==> config.mk <==
export PLATFORM = sky130hd
export DESIGN_NAME = sort_frame_loader
export DESIGN_NICKNAME = d
export VERILOG_FILES = /design/src/rtl/sort_frame_loader.sv
export SDC_FILE = /design/constraint.sdc
export NUM_CORES = 1
export LEC_CHECK = 0
export CELL_PAD_IN_SITES_DETAIL_PLACEMENT = 0
export CELL_PAD_IN_SITES_GLOBAL_PLACEMENT = 1
export CORE_ASPECT_RATIO = 0.75
export CORE_MARGIN = 2
export CORE_UTILIZATION = 35
export DETAILED_ROUTE_END_ITERATION = 10
export GPL_TIMING_DRIVEN = 0
export PLACE_DENSITY_LB_ADDON = 0.1
export SLEW_MARGIN = 20
export SYNTH_ARGS = -nofsm -noshare
export SYNTH_HDL_FRONTEND = slang
export SYNTH_SLANG_ARGS = --single-unit
export TNS_END_PERCENT = 50
==> constraint.sdc <==
create_clock -name clk -period 1.9 [get_ports clk]
set_input_delay 0.38 -clock clk [delete_from_list [all_inputs] [get_ports clk]]
set_output_delay 0.38 -clock clk [all_outputs]
set_load 0.005 [all_outputs]
==> src/rtl/sort_frame_loader.sv <==
// Serial-to-parallel frame loader feeding the registered sorting network: packs
// NUM_INPUTS samples with positional index tags, then holds the frame for PIPE_DEPTH cycles.
module sort_frame_loader #(
   parameter int NUM_INPUTS    = 8,
   parameter int PIPE_DEPTH    = 6,
   parameter int NETWORK_WIDTH = 16,
   parameter int INDEX_WIDTH   = 3
) (
   input  logic                                clk,
   input  logic                                reset_n,
   input  logic [NETWORK_WIDTH-1:0]            in_data,
   input  logic                                in_valid,
   output logic                                in_ready,
   input  logic                                flush,
   output logic [NUM_INPUTS*NETWORK_WIDTH-1:0] net_data,
   output logic [NUM_INPUTS*INDEX_WIDTH-1:0]   net_index,
   output logic                                net_ready,
   output logic                                frame_done,
   output logic [15:0]                         frames_out
);

   localparam int SLOT_W = $clog2(NUM_INPUTS);
   localparam int HOLD_W = (PIPE_DEPTH > 1) ? $clog2(PIPE_DEPTH) : 1;

   generate
      if (INDEX_WIDTH < SLOT_W) begin : g_bad_index
         $error("INDEX_WIDTH too small to tag every slot");
      end
      if (PIPE_DEPTH < 1) begin : g_bad_depth
         $error("PIPE_DEPTH must be at least 1");
      end
   endgenerate

   typedef enum logic {FILL, HOLD} state_t;

   state_t                              state_q;
   logic [SLOT_W-1:0]                   slot_q;
   logic [HOLD_W-1:0]                   hold_q;
   logic [NUM_INPUTS*NETWORK_WIDTH-1:0] data_q;
   logic [NUM_INPUTS*INDEX_WIDTH-1:0]   index_q;
   logic                                ready_q;
   logic                                done_q;
   logic [15:0]                         frames_q;

   logic [SLOT_W-1:0] slot_d;
   logic [HOLD_W-1:0] hold_d;
   logic [15:0]       frames_d;
   logic              last_slot;
   logic              last_hold;

   assign slot_d    = slot_q + 1'b1;
   assign hold_d    = hold_q + 1'b1;
   assign frames_d  = frames_q + 16'd1;
   assign last_slot = (slot_q == SLOT_W'(NUM_INPUTS - 1));
   assign last_hold = (hold_q == HOLD_W'(PIPE_DEPTH - 1));

   always_ff @(posedge clk) begin
      if (!reset_n) begin
         state_q  <= FILL;
         slot_q   <= '0;
         hold_q   <= '0;
         data_q   <= '0;
         index_q  <= '0;
         ready_q  <= 1'b0;
         done_q   <= 1'b0;
         frames_q <= '0;
      end else begin
         done_q <= 1'b0;
         case (state_q)
            FILL: begin
               // flush outranks a transfer, including the one that would launch
               if (flush) begin
                  slot_q <= '0;
               end else if (in_valid) begin
                  for (int k = 0; k < NUM_INPUTS; k++) begin
                     if (slot_q == SLOT_W'(k)) begin
                        data_q[k*NETWORK_WIDTH +: NETWORK_WIDTH] <= in_data;
                        index_q[k*INDEX_WIDTH +: INDEX_WIDTH]    <= INDEX_WIDTH'(k);
                     end
                  end
                  if (last_slot) begin
                     slot_q  <= '0;
                     hold_q  <= '0;
                     ready_q <= 1'b1;
                     state_q <= HOLD;
                  end else begin
                     slot_q <= slot_d;
                  end
               end
            end
            HOLD: begin
               if (last_hold) begin
                  hold_q   <= '0;
                  ready_q  <= 1'b0;
                  done_q   <= 1'b1;
                  frames_q <= frames_d;
                  state_q  <= FILL;
               end else begin
                  hold_q <= hold_d;
               end
            end
            default: state_q <= FILL;
         endcase
      end
   end

   assign in_ready   = (state_q == FILL);
   assign net_data   = data_q;
   assign net_index  = index_q;
   assign net_ready  = ready_q;
   assign frame_done = done_q;
   assign frames_out = frames_q;

endmodule
==> impl_metrics.tcl <==
set metrics [dict create \
    status "completed" \
    drc_errors 0 \
    syn-mean-instance-area_um2 8.908 \
    p_int_uw 5869 \
    synthTopCellsByCount "nand2_1 (206), dfxtp_1 (160), a21boi_0 (105)" \
    slowest_delay_ps 560 \
    max-slew-margin-rel 0.4773 \
    wirelength_mm 19.47 \
    clock_power_share 0.505 \
    p_per_area_nw_per_um2 835.9 \
    power.total_uw 7536 \
    final_max_slew_viol_count 0 \
    pre_cts_ws_ps -489.1 \
    skew_ps 6.746 \
    core_area_um2 17760 \
    p_seq_frac 0.450 \
    crit_chain "clkdlybuf4s50_1" \
    gp_congestion 0.7677 \
    worstPathRequired_ps 1520 \
    async_reset_ff_frac 0 \
    multiInputGateArea_um2 2844 \
    synth_ff_type "dfxtp_1" \
    grt_max_degree 17 \
    clkTransAtPathRegs_ps 70 \
    start_util 0.3601 \
    synth_area_um2 6396 \
    cts_made_buffers 17 \
    avgRoutedWirePerCell_um 16.81 \
    rsz0062_at_grt "true" \
    netSwitchingPower_uw 1667 \
    hold_slack_ps 396.0 \
    slowest_stage "clkdlybuf4s50_1" \
    grt_first_pass_wirelength_mm 29.89 \
    dp.final_hpwl_mm 14.71 \
    die_area_um2 19380 \
    portBuffers 161 \
    path_delay_family "buffers and inverters" \
    fin_nets 930 \
    post-cts-setup-buffers 0 \
    final_util 0.5075 \
    num_vias 5447 \
    drtPass1Iterations 4 \
    dieHeight_um 121.1 \
    area_delta_synth_final_pct 40.94 \
    first_global_vias 5279 \
    path_buf_inv 1 \
    clk_path_buf_depth 2 \
    fin_crit_sh 0.9623 \
    worstMarginPinSlew_ps 784.0 \
    cap_viol_max_count 0 \
    switching_share 0.2212 \
    ys_top_cells_by_area "dfxtp_1 (50%), a21boi_0 (12%), nand2_1 (12%)" \
    cts_tree "yes" \
    antenna_found_initial 0 \
    use_met2 0.3133 \
    die_w_um 160.1 \
    n_antenna_cell 0 \
    yosysTopAreaCell "dfxtp_1" \
    ctsHtreeMaxLevel 4 \
    worst-setup-path-type "flip-flop to primary output" \
    grtUsageMet3 0.05639 \
    drt_iter0_markers 269 \
    final-setup-viol-count 0 \
    grt_usage 0.2046 \
    num_rows 42 \
    power_frac_comb 0.045 \
    clock.fmax_mhz 546.9 \
    synth_cells 718 \
    crit_fanout 5 \
    worstHoldPathType "input port to flip-flop" \
    vias_per_cell 4.704 \
    ant_nets 0 \
    use_met1 0.2849 \
    critPathLaunchType "flip-flop" \
    yosysMostFrequentCell "nand2_1" \
    root_buffer "clkbuf_16" \
    vdd_drop_max_mv 0.5043 \
    arrival_ps 1450 \
    grt-busiest-layer "met2" \
    overflow 0 \
    ys_warn_count 0 \
    fillers 1666 \
    p_leak_uw 0.003347 \
    area.sequential_um2 3206 \
    yosys.area.top_type_share 0.5008 \
    finalHoldViolations 0 \
    ys_types 36 \
    synth_edf_count 0 \
    ioPinCount 191 \
    fin_crit_ps 1828 \
    yosysSeqAreaShare 0.5008 \
    synth_seq_cells 160 \
    clk_latency_ps 420 \
    setup.worst_path.end_class "primary output" \
    fin_ws_ps 71.59 \
    drive_gt1_frac 0.08188 \
    clkSinkCount 160 \
]
## worst min-delay path: cells and delay by family
family                 cells  cell delay (ps)
AOI/OAI and AO/OA          1               60
and+or+nand+nor            1              110
buffers and inverters      1              220
## cell usage in the layout (no fill, tap or decap), types with 6 or more instances in the layout
cell type and instances:
buf_4 20, clkbuf_16 17, a21boi_0 105, inv_1 8
nor2b_1 37, nand3_1 11, o21ai_0 6, buf_2 6
nand2_1 206, clkbuf_1 34, xnor2_1 7, and2_1 11
ha_1 7, conb_1 12, mux2i_1 35, clkdlybuf4s50_1 161
dfxtp_1 158
## flip-flops by register name (all words and copies together), names as in the netlist
signal / count
net_index: 7
net_ready: 1
slot_q: 3
net_data: 128
hold_q: 3
frames_out: 16
state_q: 1
frame_done: 1
## stage by stage
step / cell area (um^2) / TNS, ps / cells
3_3_place_gp: 8352 / -28280 / 1132
4_1_cts: 9004 / 0 / 1163
5_1_grt: 9015 / -21.41 / 1158
3_5_place_dp: 8352 / -33610 / 1132
2_1_floorplan: 6437 / 0 / 729
6_report: 9015 / 0 / 1158
## cell families (layout without fill, tap and decap cells)
group                      Yosys count  count (layout)  synth area share
AOI/OAI and AO/OA                  126             126            0.1446
DFF                                160             160            0.5008
xor gates and xnor gates             7               7          0.009585
buffers and inverters               83             270           0.06319
muxes                               35              35           0.05477
other                                1              12         0.0005863
and+or+nand+nor                    299             299            0.2128
adders and majority gates            7               7           0.01369
## power by group through the flow
stage,Sequential (uW),Clock [uW],Combinational [uW]
floorplan,3470,0,188
global placement,3470,0,332
detailed placement,3470,0,339
CTS,3390,3880,340
global route,3390,4010,369
finish,3390,3810,337
## worst paths after layout
check | endpoint | cells past startpoint | from | slack, ps
max reg2reg | net_data[116]$_SDFFE_PN0P_ | 6 | slot_q[0]$_SDFFE_PN0P_ | 190
max | frames_out[6] | 1 | frames_out[6]$_SDFFE_PN0P_ | 70
min reg2reg | net_data[102]$_SDFFE_PN0P_ | 2 | net_data[102]$_SDFFE_PN0P_ | 460
min | net_data[106]$_SDFFE_PN0P_ | 3 | in_data[10] | 400
## layer usage
layer / vias to the layer above / wire length (um)
met1: 2600 / 9486
met4: 0 / 155
met5: - / 0
met2: 142 / 8536
met3: 11 / 1291
li1: 2694 / -
## repair_timing
action	in CTS	in global routing
cloned	0	0
setup endpoints to repair	4	68
hold buffers	0	0
gates resized for setup	1	20
## layout make-up
cell class,instances,share of cell area
plain buffers,69,0.04067
clock buffers,17,0.04719
clock inverters,15,0.02540
inverters,8,0.003331
multi-input cells,486,0.3155
flip-flops and latches,160,0.3556
well taps,242,0.03359
repair buffers,161,0.1788
Power figures use the tool's default switching activity.
